`src/rtl/m68k_bus_initiator.sv`:
```
// Request/response front end that runs one 68000-style word bus cycle per accepted request,
// with a DTACK timeout in the strobe phase and a bounded wait for the responder to release.
module m68k_bus_initiator #(
   parameter int TIMEOUT = 255
) (
   input  logic        clk,
   input  logic        reset,
   input  logic        req_valid,
   output logic        req_ready,
   input  logic        req_we,
   input  logic [22:0] req_addr,
   input  logic [1:0]  req_be,
   input  logic [15:0] req_wdata,
   output logic        rsp_valid,
   output logic [15:0] rsp_rdata,
   output logic        rsp_err,
   output logic [22:0] bus_addr,
   output logic        bus_rw,
   output logic        bus_as_n,
   output logic        bus_uds_n,
   output logic        bus_lds_n,
   output logic [15:0] bus_dout,
   input  logic [15:0] bus_din,
   input  logic        bus_dtack_n,
   input  logic        bus_berr_n
);

   typedef enum logic [2:0] {IDLE, SETUP, STROBE, LATCH, RECOVER} state_t;

   state_t      state;
   logic [15:0] counter;
   logic        we;
   logic [1:0]  be;

   function automatic logic expired(input logic [15:0] count);
      return count == 16'(TIMEOUT);
   endfunction

   always_ff @(posedge clk) begin
      if (reset) begin
         state     <= IDLE;
         counter   <= '0;
         we        <= 1'b0;
         be        <= 2'b00;
         req_ready <= 1'b0;
         rsp_valid <= 1'b0;
         rsp_rdata <= '0;
         rsp_err   <= 1'b0;
         bus_addr  <= '0;
         bus_rw    <= 1'b1;
         bus_as_n  <= 1'b1;
         bus_uds_n <= 1'b1;
         bus_lds_n <= 1'b1;
         bus_dout  <= '0;
      end else begin
         rsp_valid <= 1'b0;
         rsp_err   <= 1'b0;
         case (state)
            IDLE: begin
               req_ready <= 1'b1;
               if (req_valid && req_ready) begin
                  req_ready <= 1'b0;
                  we        <= req_we;
                  be        <= req_be;
                  bus_addr  <= req_addr;
                  bus_rw    <= ~req_we;
                  if (req_we) bus_dout <= req_wdata;
                  // No lanes enabled: report an error without touching the bus
                  if (req_be == 2'b00) begin
                     state     <= RECOVER;
                     counter   <= '0;
                     rsp_valid <= 1'b1;
                     rsp_err   <= 1'b1;
                  end else begin
                     state <= SETUP;
                  end
               end
            end
            SETUP: begin
               bus_as_n  <= 1'b0;
               bus_uds_n <= ~be[1];
               bus_lds_n <= ~be[0];
               counter   <= '0;
               state     <= STROBE;
            end
            STROBE: begin
               // Bus error outranks DTACK when both are seen on the same edge
               if (!bus_berr_n || (bus_dtack_n && expired(counter))) begin
                  bus_as_n  <= 1'b1;
                  bus_uds_n <= 1'b1;
                  bus_lds_n <= 1'b1;
                  bus_rw    <= 1'b1;
                  counter   <= '0;
                  rsp_valid <= 1'b1;
                  rsp_err   <= 1'b1;
                  state     <= RECOVER;
               end else if (!bus_dtack_n) begin
                  state <= LATCH;
               end else begin
                  counter <= counter + 16'd1;
               end
            end
            LATCH: begin
               if (!we) rsp_rdata <= bus_din;
               bus_as_n  <= 1'b1;
               bus_uds_n <= 1'b1;
               bus_lds_n <= 1'b1;
               bus_rw    <= 1'b1;
               counter   <= '0;
               rsp_valid <= 1'b1;
               state     <= RECOVER;
            end
            RECOVER: begin
               // Wait for the responder to release DTACK/BERR before the next cycle
               if ((bus_dtack_n && bus_berr_n) || expired(counter)) begin
                  state     <= IDLE;
                  req_ready <= 1'b1;
               end else begin
                  counter <= counter + 16'd1;
               end
            end
            default: state <= IDLE;
         endcase
      end
   end

endmodule

```
`config.mk`:
```
export PLATFORM = sky130hd
export DESIGN_NAME = m68k_bus_initiator
export DESIGN_NICKNAME = d
export VERILOG_FILES = /design/src/rtl/m68k_bus_initiator.sv
export SDC_FILE = /design/constraint.sdc
export NUM_CORES = 1
export LEC_CHECK = 0
export ABC_AREA = 0
export CORE_MARGIN = 1.5
export CORE_UTILIZATION = 44
export CTS_BUF_LIST = sky130_fd_sc_hd__clkbuf_16
export CTS_CLUSTER_SIZE = 28
export DETAILED_ROUTE_END_ITERATION = 8
export GPL_TIMING_DRIVEN = 0
export PLACE_DENSITY = 0.79
export SYNTH_ARGS = -nofsm -noshare
export SYNTH_HDL_FRONTEND = slang
export SYNTH_SLANG_ARGS = --single-unit
```
`constraint.sdc`:
```
create_clock -name clk -period 2.55 [get_ports clk]
set_input_delay 0.51 -clock clk [delete_from_list [all_inputs] [get_ports clk]]
set_output_delay 0.51 -clock clk [all_outputs]
set_load 0.03 [all_outputs]
```
* Word-level counts from Yosys, hierarchy flattened
Index checks and enable logic that the tools add are counted.
** Storage, ports and cells
- Word-level logic and storage cells :: 78
- Bits in read-only memories :: 0
- RAM bits :: 0
- Register bits :: 84
- Input port bits :: 63
- Memories kept :: 0
- Bits in latches :: 0
** Operators by class
- Shifts and indexed selects :: 0
- Add/sub/neg operators :: 1
- Div/mod/pow operators :: 0
- Reduce and logical (&&, ||, !) cells :: 21
- Mux-type cells :: 26
- $lt $le $gt $ge :: 0
- Bitwise gates (word level) :: 4
- $mul :: 0
- Eq/ne operators :: 12
** Operator list (number)
- $mux 16 :: 5
- $pmux 16 s4 :: 1
- $add 16x1->16 const B :: 1
- $eq 16x8->1 const B :: 1
- $mux 3 :: 5
- $pmux 1 s3 :: 5
- $pmux 3 s5 :: 1
- $ne 2x2->1 const B :: 5
- $reduce_and 3->1 :: 3
- $reduce_and 2->1 :: 4
- $mux 1 :: 7
- $eq 3x2->1 const B :: 2
- $ne 3x3->1 const B :: 2
- $reduce_bool 3->1 :: 2
- $reduce_and 5->1 :: 1
- $not 1->1 :: 4
- $pmux 1 s2 :: 2
- $reduce_bool 4->1 :: 1
- $eq 3x1->1 const B :: 1
- $eq 3x3->1 const B :: 1
- $logic_and 1x1->1 :: 3
- $logic_not 3->1 :: 1
- $logic_not 2->1 :: 1
- $logic_or 1x1->1 :: 2
- other kinds (3) :: 3

* Logic depth before layout (Yosys ltp)
- Depth in word-level cells :: 5
- Depth in mapped cells :: 8
- Mapped depth without buffers :: 6

* Worst setup path after synthesis
OpenSTA, ideal clock, no wires.
- Path kind :: register to register
- From :: register counter[12]
- To :: register rsp_err
- Arrival time :: 2.043 ns
- Buffers on the path :: 1
- Path slack :: 0.408 ns
- Clock period less this slack :: 2.142 ns
- Required time :: 2.450 ns
- Library setup time :: 0.100 ns
- Cell stages (with the launch flop) :: 6
- Cells stage by stage :: dfxtp_1 -> or4_4 -> or4_1 -> buf_2 -> a21bo_1 -> a2111oi_4
** Between the ends
- Longest elaborated chain between the ends :: 5
** Ends and longest elaborated chain
- from (decl) :: line 31 : logic [15:0] counter;
- from (signal assigned) :: line 100 : counter <= counter + 16'd1;
- from (signal assigned) :: line 119 : counter <= counter + 16'd1;
- $eq 16x8->1 :: line 36 : return count == 16'(TIMEOUT);
- $logic_and 1x1->1 :: line 88 : if (!bus_berr_n || (bus_dtack_n && expired(counter))) begin
- $logic_or 1x1->1 :: line 88
- $mux 1 :: line 88
- $pmux 1 s2 :: line 58 : case (state)
- to (signal assigned) :: line 57 : rsp_err <= 1'b0;
- to (signal assigned) :: line 73 : rsp_err <= 1'b1;
- to (signal assigned) :: line 95 : rsp_err <= 1'b1;
- to (decl) :: line 16 : output logic rsp_err,
No other way between the ends.
A chain may end at the register's enable or synchronous reset.

* Worst setup path in the final report
- From :: input port bus_berr_n
- To :: register counter[7]
** Between the ends
- Longest elaborated chain between the ends :: 4
- Elaborated cells on any way between the ends :: 9
- Classes of those cells :: eq/ne (2); mux (2); reduce/logical (5)
** Ends and longest elaborated chain
- from (decl) :: line 25 : input logic bus_berr_n
- $logic_not 1->1 / $logic_and 1x1->1 (equally long branches) :: line 88, 115
- $logic_or 1x1->1, on equally long branches :: line 88, 115
- $ne 3x3->1 (no source line), or another cell as far along
- $reduce_and 5->1 (no source line) / $pmux 16 s4 (equally long branches)
Several ways; a longest one is shown, not always the timed one.

==> flow_metrics.env <==
export IMPL_die_y_microns=91.2
export IMPL_grt_overflow_total=0
export IMPL_clock_sinks=84
export IMPL_synth_top_cell_by_area="dfxtp_1"
export IMPL_peakVddDrop_v=0.000409
export IMPL_r2r_slack_ps=240
export IMPL_post_route_drc_count=0
export IMPL_holdBufCountCts=0
export IMPL_die_width_microns=91.2
export IMPL_crit_fanout=6
export IMPL_ys_top_cells_by_count="nand2_1 (126), dfxtp_1 (84), a21oi_1 (80)"
export IMPL_yosysSeqAreaShare=0.491
export IMPL_fin_cells=660
export IMPL_grtUsageTotal=0.228
export IMPL_clockBufferDepth=2
export IMPL_die_area_sq_mm=0.00832
export IMPL_hpwl_microns=6890
export IMPL_period_share=0.926
export IMPL_synthTopCellsByArea="dfxtp_1 (49%), nand2_1 (14%), a21oi_1 (12%)"
export IMPL_status="finished clean"
export IMPL_max_cap_violations=0
export IMPL_ys_warn_count=0
export IMPL_antenna_found_initial=0
export IMPL_htreeDepth=3
export IMPL_slew_viol_final=0
export IMPL_max_stage_delay_ps=590
export IMPL_cts_setup_buffers=0
export IMPL_skew_ps=8.57
export IMPL_path_delay_family="simple AND/OR/NAND/NOR gates"
export IMPL_drive_gt1_frac=0.0642
export IMPL_timing_fmax_mhz=423
export IMPL_clk_pin_slew_worst_paths_ps=60
export IMPL_crit_path_start_kind="input port"
export IMPL_endpoint="counter[7]"
export IMPL_ys_ff_latch=84
export IMPL_synth_flop_cell="dfxtp_1"
export IMPL_synth_most_common_cell="nand2_1"
export IMPL_crit_cells=5
export IMPL_crit_buf_inv=1
export IMPL_syn_nets=486
export IMPL_wl_per_cell_microns=14.2
export IMPL_setup_tns_ps=0
export IMPL_clk_latency_ps=340
export IMPL_worstSetupPathType="in -> reg"
export IMPL_synth_top_area_frac=0.491
export IMPL_io_buffers=123
export IMPL_drt_wl_total_microns=9400
export IMPL_avgSynthCellArea_sq_um=8.12
export IMPL_yosysUniqueCellTypes=45
export IMPL_netlist_area_sq_mm=0.00343
export IMPL_cp_startpoint="bus_berr_n"
export IMPL_r2r_start="counter[12]"
export IMPL_dr_pass1_iters=4
export IMPL_root_buffer="clkbuf_16"
export IMPL_min_path_type="reg -> reg"
export IMPL_min_delay_path_depth=2
export IMPL_finalHoldViolCount=0
export IMPL_r2r_end="counter[13]"
export IMPL_final_nets=620
export IMPL_place_inst=644
export IMPL_endpoint_kind="flop"
export IMPL_setup_slack_ps=189
export IMPL_max_slew_margin_rel=0.449
export IMPL_grt_pass1_wl_microns=15300
export IMPL_rr_worst_depth=7
export IMPL_io_pins=125
export IMPL_cp_slowest_cell="or4b_2"
export IMPL_initial_core_util=0.462
export IMPL_worstPathRequired_ps=2820
export IMPL_synth_edf_count=0
export IMPL_dpl_worst_slack_ps=-352
export IMPL_synthCells=422
export IMPL_grt_max_degree=16
export IMPL_rsz0062_at_grt="true"
export IMPL_coreArea_sq_mm=0.00741
export IMPL_place_gp_congestion=0.899
export IMPL_tightest_slew_ps=820
export IMPL_setup_viol=0
export IMPL_cts_buffers=9
export IMPL_period_minus_slack_ps=2360
export IMPL_drtIter0Drc=189
export IMPL_route_vias_total=3507
export IMPL_rows=31
export IMPL_arrival_ps=2630
export IMPL_leakage_nw=1.69
export IMPL_grt_pass1_vias=3361
export IMPL_p_per_area_mw_per_mm2=679
export IMPL_fin_util=0.688
export IMPL_area_delta_synth_final_pct=48.7
export IMPL_n_antenna_cell=0
export IMPL_ant_nets=0
export IMPL_via_per_inst=5.31
export IMPL_worstPathCellList="clkdlybuf4s50_1 -> nor4bb_2 -> a22o_1 -> or4b_2 -> a21oi_1"
export IMPL_cts_tree="done"
export IMPL_synthArstFlopShare=0
==> worst min-delay path by stage <==
stage / to / slack, ps / start
6_report: bus_addr[21] / 450 / bus_addr[21]
5_1_grt: bus_addr[6] / 470 / bus_addr[6]
4_1_cts: bus_addr[6] / 450 / bus_addr[6]
3_5_place_dp: bus_dout[2] / 450 / bus_dout[2]
3_3_place_gp: be[1] / 440 / be[1]
2_1_floorplan: be[0] / 430 / be[0]
==> sequential cells by signal, indices dropped and copies added, names as in the netlist <==
signal     cells
be             2
bus_addr      23
bus_as_n       1
bus_dout      16
bus_lds_n      1
bus_rw         1
bus_uds_n      1
counter       16
req_ready      1
rsp_err        1
rsp_rdata     16
rsp_valid      1
state          3
we             1
==> routing by layer <==
metal	up-vias	wire, microns	track usage	share of wire
met3	10	846	0.0779	0.090
met5	-	0	0	0
met4	0	128	0.0781	0.014
li1	1740	-	-	-
met2	133	4600	0.389	0.49
met1	1624	3820	0.266	0.41
==> power breakdown <==
| group | total [mW] | leakage, nW | internal [mW] | switching, mW |
|---|---|---|---|---|
| combinational | 0.729 | 0.867 | 0.313 | 0.416 |
| clock | 1.30 | 0.146 | 0.763 | 0.537 |
| sequential | 1.43 | 0.681 | 1.38 | 0.0438 |
==> worst min-delay path, cell delays in order (launching register included) <==
cell,delay [ps]
dfxtp_1,310
nand2_1,50
a21oi_1,50
==> per-stage QoR <==
stage	total power, mW	hold slack, ps	area [sq um]
6_report	3.46	453	5090
4_1_cts	3.47	455	5080
3_5_place_dp	2.18	447	4780
2_1_floorplan	1.87	432	3430
3_3_place_gp	2.17	438	4780
5_1_grt	3.59	473	5090
==> layout make-up <==
class	instances	area, sq um
fillers	611	2310
flip-flops and latches	84	1680
multi-input cells	305	1610
repair buffers	123	1230
clock buffers	9	225
plain buffers	29	136
well taps	99	124
clock inverters	7	73.8
inverters	4	15.0
==> cell usage in the layout (no fill, tap or decap), drive strengths merged, types with 2 or more instances in the layout <==
master           n
nor4bb           2
or4             14
a211oi           3
a21bo            2
nand4            6
clkbuf          32
nor3b            3
nor2             6
o31ai           10
or2              3
nand2          126
a21o             2
nor2b            2
clkdlybuf4s50  123
dfxtp           84
buf              6
nand3b           4
o21bai           3
nor4             2
nand3            7
o21ai            4
a31oi            2
o41ai            2
a21oi           80
inv              6
nor3             6
or3              3
clkinv           3
==> cell families after synthesis <==
logic type	synth area share
compound gates	0.192
xor+xnor	0.00256
fa+ha+maj	0.00365
buf+inv	0.0431
flops	0.491
simple gates	0.268
==> repair_timing <==
item / CTS / global route
gates resized for setup: 1 / 6
cloned: 0 / 0
setup endpoints to repair: 10 / 13
No activity file was read; power rests on OpenSTA's default activity.
